==> src/rtl/sync_fifo_pkg.sv <==
// Configuration shared between the synchronous FIFO buffer and its stream-side adapter.
package sync_fifo_pkg;

  typedef enum int unsigned {
    FWFT_LAT = 0,
    STD_LAT  = 1
  } read_latency_t;

  localparam int unsigned OUT_BUF_DEPTH = 2;
  localparam int unsigned OUT_PTR_W     = $clog2(OUT_BUF_DEPTH);
  localparam int unsigned OUT_CNT_W     = $clog2(OUT_BUF_DEPTH + 1);

endpackage

==> src/rtl/sync_fifo_stream_adapter_if.sv <==
// FIFO read port plus valid/ready stream; master is the adapter, slave is FIFO + sink.
interface sync_fifo_stream_adapter_if
  import sync_fifo_pkg::*;
#(
  parameter int unsigned DATA_WIDTH = 32
);

  logic                  fifo_empty_i;
  logic                  fifo_read_o;
  logic [DATA_WIDTH-1:0] fifo_rd_data_i;
  logic                  m_valid_o;
  logic                  m_ready_i;
  logic [DATA_WIDTH-1:0] m_data_o;
  logic [OUT_CNT_W-1:0]  count_o;

  modport master (
    input  fifo_empty_i, fifo_rd_data_i, m_ready_i,
    output fifo_read_o, m_valid_o, m_data_o, count_o
  );

  modport slave (
    output fifo_empty_i, fifo_rd_data_i, m_ready_i,
    input  fifo_read_o, m_valid_o, m_data_o, count_o
  );

endinterface

==> src/rtl/fifo_stream_buf2.sv <==
// Two-entry circular output buffer: push at tail, pop at head, registered head data.
module fifo_stream_buf2
  import sync_fifo_pkg::*;
#(
  parameter int unsigned DATA_WIDTH = 32
) (
  input  logic                  clk_i,
  input  logic                  rst_i,
  input  logic                  clr_i,
  input  logic                  push_i,
  input  logic [DATA_WIDTH-1:0] push_data_i,
  input  logic                  pop_i,
  output logic [DATA_WIDTH-1:0] head_data_o,
  output logic [OUT_CNT_W-1:0]  count_o
);

  logic [DATA_WIDTH-1:0] mem_q [OUT_BUF_DEPTH];
  logic [OUT_PTR_W-1:0]  head_q, head_d;
  logic [OUT_PTR_W-1:0]  tail_q, tail_d;
  logic [OUT_CNT_W-1:0]  count_q, count_d;

  always_comb begin
    head_d  = head_q;
    tail_d  = tail_q;
    count_d = count_q;
    if (push_i) tail_d = tail_q + OUT_PTR_W'(1);
    if (pop_i)  head_d = head_q + OUT_PTR_W'(1);
    case ({push_i, pop_i})
      2'b10:   count_d = count_q + OUT_CNT_W'(1);
      2'b01:   count_d = count_q - OUT_CNT_W'(1);
      default: count_d = count_q;
    endcase
  end

  // Clear leaves storage alone; only reset has to zero the visible head data.
  always_ff @(posedge clk_i) begin
    if (rst_i) begin
      for (int unsigned i = 0; i < OUT_BUF_DEPTH; i++) mem_q[i] <= '0;
      head_q  <= '0;
      tail_q  <= '0;
      count_q <= '0;
    end else if (clr_i) begin
      head_q  <= '0;
      tail_q  <= '0;
      count_q <= '0;
    end else begin
      if (push_i) mem_q[tail_q] <= push_data_i;
      head_q  <= head_d;
      tail_q  <= tail_d;
      count_q <= count_d;
    end
  end

  always_ff @(posedge clk_i) begin
    if (!rst_i) assert (count_q <= OUT_CNT_W'(OUT_BUF_DEPTH));
  end

  assign head_data_o = mem_q[head_q];
  assign count_o     = count_q;

endmodule

==> src/rtl/sync_fifo_stream_adapter.sv <==
// Turns a FIFO read port (FWFT or 1-cycle latency) into a registered valid/ready stream.
module sync_fifo_stream_adapter
  import sync_fifo_pkg::*;
#(
  parameter int unsigned DATA_WIDTH   = 32,
  parameter int unsigned READ_LATENCY = 1
) (
  input  logic                        clk_i,
  input  logic                        rst_i,
  input  logic                        flush_i,
  sync_fifo_stream_adapter_if.master  bus
);

  localparam logic [OUT_CNT_W:0] DEPTH_L = (OUT_CNT_W + 1)'(OUT_BUF_DEPTH);

  if (READ_LATENCY != FWFT_LAT && READ_LATENCY != STD_LAT) begin : g_bad_latency
    $error("sync_fifo_stream_adapter: READ_LATENCY must be 0 or 1");
  end

  logic                  m_valid;
  logic                  pop;
  logic                  capture;
  logic                  inflight_q;
  logic                  fifo_read;
  logic [OUT_CNT_W:0]    occupancy;
  logic [OUT_CNT_W-1:0]  count;
  logic [DATA_WIDTH-1:0] head_data;

  assign m_valid = (count != '0);
  assign pop     = m_valid & bus.m_ready_i;

  // Counting this cycle's pop as free space keeps one word per cycle under ready.
  always_comb begin
    occupancy = {1'b0, count} + {{OUT_CNT_W{1'b0}}, inflight_q} - {{OUT_CNT_W{1'b0}}, pop};
    fifo_read = !rst_i && !flush_i && !bus.fifo_empty_i && (occupancy < DEPTH_L);
  end

  if (READ_LATENCY == STD_LAT) begin : g_std
    always_ff @(posedge clk_i) begin
      if (rst_i || flush_i) inflight_q <= 1'b0;
      else                  inflight_q <= fifo_read;
    end
    assign capture = inflight_q;
  end else begin : g_fwft
    assign inflight_q = 1'b0;
    assign capture    = fifo_read;
  end

  fifo_stream_buf2 #(
    .DATA_WIDTH (DATA_WIDTH)
  ) u_buf (
    .clk_i       (clk_i),
    .rst_i       (rst_i),
    .clr_i       (flush_i),
    .push_i      (capture),
    .push_data_i (bus.fifo_rd_data_i),
    .pop_i       (pop),
    .head_data_o (head_data),
    .count_o     (count)
  );

  assign bus.fifo_read_o = fifo_read;
  assign bus.m_valid_o   = m_valid;
  assign bus.m_data_o    = head_data;
  assign bus.count_o     = count;

endmodule

==> src/flat_wrapper.sv <==
// flat-port wrapper written by rule: the top's interface ports become plain ports
module sync_fifo_stream_adapter_flat import sync_fifo_pkg::*;
#(
  parameter int unsigned DATA_WIDTH   = 32,
  parameter int unsigned READ_LATENCY = 1
)
  (clk_i, rst_i, flush_i, bus_fifo_empty_i, bus_fifo_rd_data_i, bus_m_ready_i, bus_fifo_read_o, bus_m_valid_o, bus_m_data_o, bus_count_o);
  sync_fifo_stream_adapter_if #(.DATA_WIDTH(DATA_WIDTH)) bus_i ();
  input  logic clk_i;
  input  logic rst_i;
  input  logic flush_i;
  input wire logic [$bits(bus_i.fifo_empty_i)-1:0] bus_fifo_empty_i;
  input wire logic [$bits(bus_i.fifo_rd_data_i)-1:0] bus_fifo_rd_data_i;
  input wire logic [$bits(bus_i.m_ready_i)-1:0] bus_m_ready_i;
  output wire logic [$bits(bus_i.fifo_read_o)-1:0] bus_fifo_read_o;
  output wire logic [$bits(bus_i.m_valid_o)-1:0] bus_m_valid_o;
  output wire logic [$bits(bus_i.m_data_o)-1:0] bus_m_data_o;
  output wire logic [$bits(bus_i.count_o)-1:0] bus_count_o;
  assign bus_i.fifo_empty_i = bus_fifo_empty_i;
  assign bus_i.fifo_rd_data_i = bus_fifo_rd_data_i;
  assign bus_i.m_ready_i = bus_m_ready_i;
  assign bus_fifo_read_o = bus_i.fifo_read_o;
  assign bus_m_valid_o = bus_i.m_valid_o;
  assign bus_m_data_o = bus_i.m_data_o;
  assign bus_count_o = bus_i.count_o;
  sync_fifo_stream_adapter #(.DATA_WIDTH(DATA_WIDTH), .READ_LATENCY(READ_LATENCY)) u_core (.clk_i(clk_i), .rst_i(rst_i), .flush_i(flush_i), .bus(bus_i));
endmodule
==> config.mk <==
export PLATFORM = sky130hd
export DESIGN_NAME = sync_fifo_stream_adapter_flat
export DESIGN_NICKNAME = d
export VERILOG_FILES = /design/src/rtl/sync_fifo_pkg.sv /design/src/rtl/sync_fifo_stream_adapter_if.sv /design/src/rtl/fifo_stream_buf2.sv /design/src/rtl/sync_fifo_stream_adapter.sv /design/src/flat_wrapper.sv
export SDC_FILE = /design/constraint.sdc
export NUM_CORES = 1
export LEC_CHECK = 0
export CAP_MARGIN = 30
export CORE_MARGIN = 10
export CORE_UTILIZATION = 25
export DETAILED_ROUTE_END_ITERATION = 16
export GPL_TIMING_DRIVEN = 0
export PLACE_DENSITY = 0.56
export SYNTH_ARGS = -nofsm -noshare
export SYNTH_HDL_FRONTEND = slang
export SYNTH_SLANG_ARGS = --single-unit
==> constraint.sdc <==
create_clock -name clk_i -period 3.97 [get_ports clk_i]
set_input_delay 0.5955 -clock clk_i [delete_from_list [all_inputs] [get_ports clk_i]]
set_output_delay 0.5955 -clock clk_i [all_outputs]
set_load 0.01 [all_outputs]
==> results of run 1 <==
-- report_power, final --
| group | switching, mW | internal, mW | total (mW) |
|---|---|---|---|
| registers | 0.00703 | 0.833 | 0.840 |
| clock network | 0.289 | 0.546 | 0.835 |
| logic | 0.0700 | 0.0831 | 0.153 |
| total | 0.366 | 1.46 | 1.83 |
-- stage by stage --
stage                     utilization (%)  setup WS, ns  instance area (µm²)
after floorplan                         -         1.089                 3092
after global placement              33.35       0.09800                 4023
after detailed placement            33.37       0.08501                 4025
after CTS                           35.91       0.08164                 4332
after global routing                35.93        0.3756                 4334
final                               35.93        0.5591                 4334
-- worst max-delay path by stage --
stage                  startpoint              end  depth (start not counted)
global placement    bus_m_ready_i  bus_fifo_read_o                          8
detailed placement  bus_m_ready_i  bus_fifo_read_o                          8
global route        bus_m_ready_i  bus_fifo_read_o                          8
floorplan           bus_m_ready_i  bus_fifo_read_o                          6
finish              bus_m_ready_i  bus_fifo_read_o                          8
CTS                 bus_m_ready_i  bus_fifo_read_o                          8
-- cell usage after synthesis, drive strengths merged, types with 2 or more instances --
library cell	count	area share (%)
buf	6	1.2
and3	64	13
dfxtp	6	3.9
ha	2	0.81
nor4b	2	0.57
xnor2	3	0.85
a21oi	2	0.32
clkbuf	12	1.5
nor2	5	0.69
edfxtp	64	62
mux2	32	12
or2	2	0.40
a21o	2	0.49
inv	3	0.36
-- metal layers --
metal | vias to the layer above | routed length, µm
met2 | 45 | 3690
li1 | 968 | -
met3 | 6 | 514
met5 | - | 0
met4 | 0 | 67
met1 | 1016 | 3750
-- worst register-to-register path, stage by stage, from the launching register on --
cell and delay [ns]:
dfxtp_1 0.37, inv_2 0.07, nor2_2 0.25, clkbuf_1 0.38, a21o_2 0.74
-- cell families after synthesis --
| kind of cell | count (synthesis) |
|---|---|
| AND/OR/NAND/NOR | 77 |
| flip-flops | 70 |
| multiplexers | 32 |
| buffers and inverters | 21 |
| AO/OA/AOI/OAI | 6 |
| XOR/XNOR | 4 |
| adder cells (fa/ha/maj) | 3 |
-- area by class of cell --
class / instances / area share [%]
Sequential cell: 70 / 47.11
Multi-Input combinational cell: 122 / 22.06
Timing Repair Buffer: 72 / 16.69
Clock buffer: 11 / 5.370
Tap cell: 168 / 4.850
Buffer: 18 / 1.963
Clock inverter: 5 / 1.703
Inverter: 3 / 0.2598
-- sequential cells by signal (all words and copies together) (netlist names), named ones only --
signal and flops:
u_core.u_buf.mem_q 64, u_core.u_buf.count_o 2, u_core.capture 1, u_core.u_buf.head_q 1, u_core.u_buf.tail_q 1
==> impl_metrics.tcl, run 1 <==
set metrics [dict create \
    cts.repair.resized 0 \
    worst_slew_margin_rel_pct 41.60 \
    synth_top_family_by_area "simple AND/OR/NAND/NOR gates" \
    place_congestion 0.6814 \
    rsz0062_at_grt "false" \
    power.total_mw 1.828 \
    regToRegStartpoint "u_core.capture$_SDFF_PP0_" \
    cts_made_buffers 9 \
    initial_core_util_pct 25.63 \
    yosysWarnings 0 \
    p_leak_nw 1.807 \
    grt_max_degree 33 \
    grtUsageMet3_pct 4.002 \
    layout_min_cycle_time_ns 3.411 \
    hold_depth 2 \
    worst_pin_slew_ns 0.8760 \
    syn_area_um2 3092 \
    layout_commonest_cell "clkdlybuf4s50_1" \
    drive_gt1_share_pct 18.60 \
    syn_avg_cell_area_um2 14.52 \
    status "finished clean" \
    reg2reg_to "u_core.u_buf.mem_q[0][5]$_SDFFCE_PN0P_" \
    hold_buffers 0 \
    synth-seq-cells 70 \
    grt_use_met1_pct 11.46 \
    top_usage_layer "met2" \
    htree_levels 3 \
    hold_path_class "register to register" \
    n_antenna_cell 0 \
    synth_edf_count 64 \
    drt_pre_antenna_iters 4 \
    synth-xor-area-share_pct 1.133 \
    finalHoldViolations 0 \
    synthAdderAreaFrac_pct 1.457 \
    drv_cap 0 \
    vias_per_cell 4.339 \
    fin_cells 469 \
    fin_skew_ns 0.006096 \
    antenna_found_initial 0 \
    overflow 0 \
    vias 2035 \
    slowest_stage "clkdlybuf4s50_1" \
    clk_pin_slew_ns 0.05 \
    synth.net_count 253 \
    wl_per_cell_um 17.10 \
    synthMuxAreaShare_pct 11.66 \
    whs_ns 0.5181 \
    die_y_um 131.2 \
    clk_path_buf_depth 2 \
    critPathLaunchType "input port" \
    core_area_um2 12060 \
    final_nets 336 \
    final-seq-area_um2 2042 \
    max_freq_mhz 293.2 \
    final_antenna_net_count 0 \
    use_met2_pct 14.57 \
    grt_pass1_vias 2218 \
    yosys.area_share.simple_pct 15.38 \
    ys_seq_area_share_pct 66.05 \
    powerDensity_nw_per_um2 421.7 \
    synth-main-ff-cell "edfxtp_1" \
    route.detailed.drc 0 \
    setup_viol_count_final 0 \
    peakVddDrop_v 0.0001822 \
    min-delay-start "u_core.u_buf.head_q$_SDFFE_PP0P_" \
    slew_viol_final 0 \
    ff2ff_path_depth 4 \
    rows 40 \
    grtUsageTotal_pct 9.384 \
    async_flop_share_pct 0 \
    grt_pass1_wl_um 12610 \
    yosysUniqueCellTypes 28 \
    post-dp-hpwl_um 5418 \
    portBuffers 72 \
    cts_num_sinks 70 \
    slowest_delay_ns 0.45 \
    area_growth_pct 40.19 \
    wl_um 8022 \
    critical_path_buf_inv_count 2 \
    multi_input_area_um2 955.9 \
    worstSetupEndpointType "output port" \
    dieArea_um2 17210 \
    required_ns 3.37 \
    period_share_pct 85.92 \
    ioPinCount 73 \
    r2r_slack_ns 1.75 \
    cp_top_family "buffers and inverters" \
    final_cell_mix "clkdlybuf4s50_1, and3_1, edfxtp_1" \
    clk-insertion-delay-late_ns 0.32 \
    tns_ns 0 \
    synth-compound-area-share_pct 1.214 \
    postCtsSetupBuffers 0 \
    chipWidth_um 131.2 \
    syn_inst 213 \
    place_inst 453 \
    clockRootBuffer "clkbuf_16" \
    worstSetupPathType "input port to output port" \
    drtIter0Drc 125 \
    fillers 1181 \
    cts_tree "yes" \
    crit_path_max_fanout 4 \
    crit_arrival_ns 2.82 \
    path_cells "clkdlybuf4s50_1, o21a_1, ha_1, or2b_1, fa_1, xor2_1, nor4b_1, dlymetal6s2s_1" \
]
(Power assumes the default switching activity.)
==> inputs of run 2 (changes only) <==
--- a/config.mk
+++ b/config.mk
@@ -5,12 +5,14 @@
 export SDC_FILE = /design/constraint.sdc
 export NUM_CORES = 1
 export LEC_CHECK = 0
-export CAP_MARGIN = 30
+export CAP_MARGIN = 0
+export CORE_ASPECT_RATIO = 1.1
 export CORE_MARGIN = 10
 export CORE_UTILIZATION = 25
 export DETAILED_ROUTE_END_ITERATION = 16
 export GPL_TIMING_DRIVEN = 0
 export PLACE_DENSITY = 0.56
+export REMOVE_ABC_BUFFERS = 1
 export SYNTH_ARGS = -nofsm -noshare
 export SYNTH_HDL_FRONTEND = slang
 export SYNTH_SLANG_ARGS = --single-unit
==> impl_metrics.tcl, run 2 (synthesis results as in run 1) <==
set metrics [dict create \
    worst_slew_margin_rel_pct 16.68 \
    fin_skew_ns 0.007873 \
    p_switching_mw 0.3553 \
    drv_cap 0 \
    max_freq_mhz 295.9 \
    dieArea_um2 17220 \
    post-dp-hpwl_um 4412 \
    cts_num_sinks 70 \
    tns_ns 0 \
    status "finished clean" \
    p_seq_share_pct 49.8 \
    n_antenna_cell 0 \
    worst_pin_slew_ns 1.250 \
    final_cell_mix "clkdlybuf4s50_1, and3_1, edfxtp_1" \
    vias 1971 \
    portBuffers 72 \
    vias_per_cell 4.500 \
    initial_core_util_pct 25.58 \
    chipWidth_um 126.0 \
    core_area_um2 12090 \
    crit_path_max_fanout 4 \
    final_antenna_net_count 0 \
    grt_use_met1_pct 9.659 \
    grt_max_degree 37 \
    finish.instance_area_um2 4225 \
    path_cells "clkdlybuf4s50_1, o21a_1, ha_1, or2b_1, fa_1, xor2_1, nor4b_1, dlymetal6s2s_1" \
    clockRootBuffer "clkbuf_16" \
    rsz0062_at_grt "false" \
    cts_made_buffers 9 \
    setup_viol_count_final 0 \
    wl_um 7256 \
    slowest_stage "clkdlybuf4s50_1" \
    rows 42 \
    p_clk_share_pct 41.3 \
    powerDensity_nw_per_um2 399.7 \
    peakVddDrop_v 0.0001478 \
    layout_commonest_cell "clkdlybuf4s50_1" \
    overflow 0 \
    die_y_um 136.6 \
    hold_path_class "register to register" \
    layout_min_cycle_time_ns 3.380 \
    drt_pre_antenna_iters 4 \
    clk-insertion-delay-late_ns 0.33 \
    grtUsageTotal_pct 8.463 \
    power.share.combinational_pct 8.9 \
    crit_arrival_ns 2.78 \
    period_share_pct 85.14 \
    p_leak_nw 1.746 \
    antenna_found_initial 0 \
    ioPinCount 73 \
    drtIter0Drc 152 \
    worstSetupPathType "input port to output port" \
    cts_tree "yes" \
    area_growth_pct 36.67 \
    switching_share_pct 21.04 \
    internal_power_mw 1.333 \
    clk_path_buf_depth 2 \
    clk_pin_slew_ns 0.05 \
    slowest_delay_ns 0.45 \
    grtUsageMet3_pct 3.522 \
    place_congestion 0.6942 \
    final_nets 319 \
    required_ns 3.37 \
    grt_pass1_vias 2115 \
    slew_viol_final 0 \
    finalHoldViolations 0 \
    whs_ns 0.5179 \
    critPathLaunchType "input port" \
    largest_reg_flops 64 \
    use_met2_pct 14.05 \
    worstSetupEndpointType "output port" \
    drive_gt1_share_pct 17.61 \
    grt_pass1_wl_um 11410 \
    power.total_mw 1.689 \
    top_usage_layer "met2" \
    htree_levels 3 \
    fillers 1204 \
    place_area_um2 3959 \
    wl_per_cell_um 16.57 \
    top_register "u_core.u_buf.mem_q" \
    route.detailed.drc 0 \
]
## run 2: repair_timing
item | in CTS | in global routing
hold buffers | 0 | 0
endpoints found under the setup margin | 0 | 1
resized for setup | 0 | 1
setup buffers | 0 | 0
## run 2: routing by layer
metal / routed length, µm / vias to the layer above / part of all wire, %
li1: - / 934 / -
met1: 3141 / 981 / 43
met2: 3595 / 51 / 50
met3: 457 / 5 / 6.3
met4: 63 / 0 / 0.87
met5: 0 / - / 0
## run 2: final cells by class
type                       count  area (µm²)  share of cell area, %
clock buffer                  11       232.7                  5.508
clock inverter                 5       26.28                 0.6219
tap                          154       192.7                  4.560
inverter                       3       11.26                 0.2665
timing repair buffer          73       750.7                  17.77
sequential                    70        2043                  48.36
multi-input combinational    122       968.4                  22.92
## run 2: worst max-delay path, delay by kind of cell
kind | cells | cell delay [ns]
compound gates | 1 | 0.17
xor+xnor | 1 | 0.16
fa+ha+maj | 2 | 0.66
buf+inv | 2 | 0.65
simple gates | 2 | 0.54
## run 2: worst paths after layout
check / from / end / slack (ns) / depth (start not counted)
min: u_core.u_buf.head_q$_SDFFE_PP0P_ / u_core.u_buf.head_q$_SDFFE_PP0P_ / 0.52 / 2
max: bus_m_ready_i / bus_fifo_read_o / 0.59 / 8
max reg2reg: u_core.u_buf.tail_q$_SDFFE_PP0P_ / u_core.u_buf.mem_q[1][7]$_SDFFCE_PN0P_ / 1.33 / 2
min reg2reg: u_core.u_buf.head_q$_SDFFE_PP0P_ / u_core.u_buf.head_q$_SDFFE_PP0P_ / 0.52 / 2
## run 2: power by group through the flow
stage	sequential [mW]	clock (mW)	combinational, mW
floorplan	0.854	0	0.0534
global placement	0.856	0	0.147
detailed placement	0.857	0	0.153
CTS	0.842	0.716	0.153
global route	0.844	0.755	0.162
finish	0.841	0.698	0.149
## run 2: metrics by stage
| step | std cells | setup WS [ns] | util (%) |
|---|---|---|---|
| after global placement | 421 | 0.03563 | 32.43 |
| after floorplan | 195 | 1.089 | - |
| after CTS | 438 | 0.1514 | 34.90 |
| final | 438 | 0.5900 | 34.96 |
| after detailed placement | 422 | 0.1759 | 32.75 |
| after global routing | 438 | 0.3887 | 34.96 |
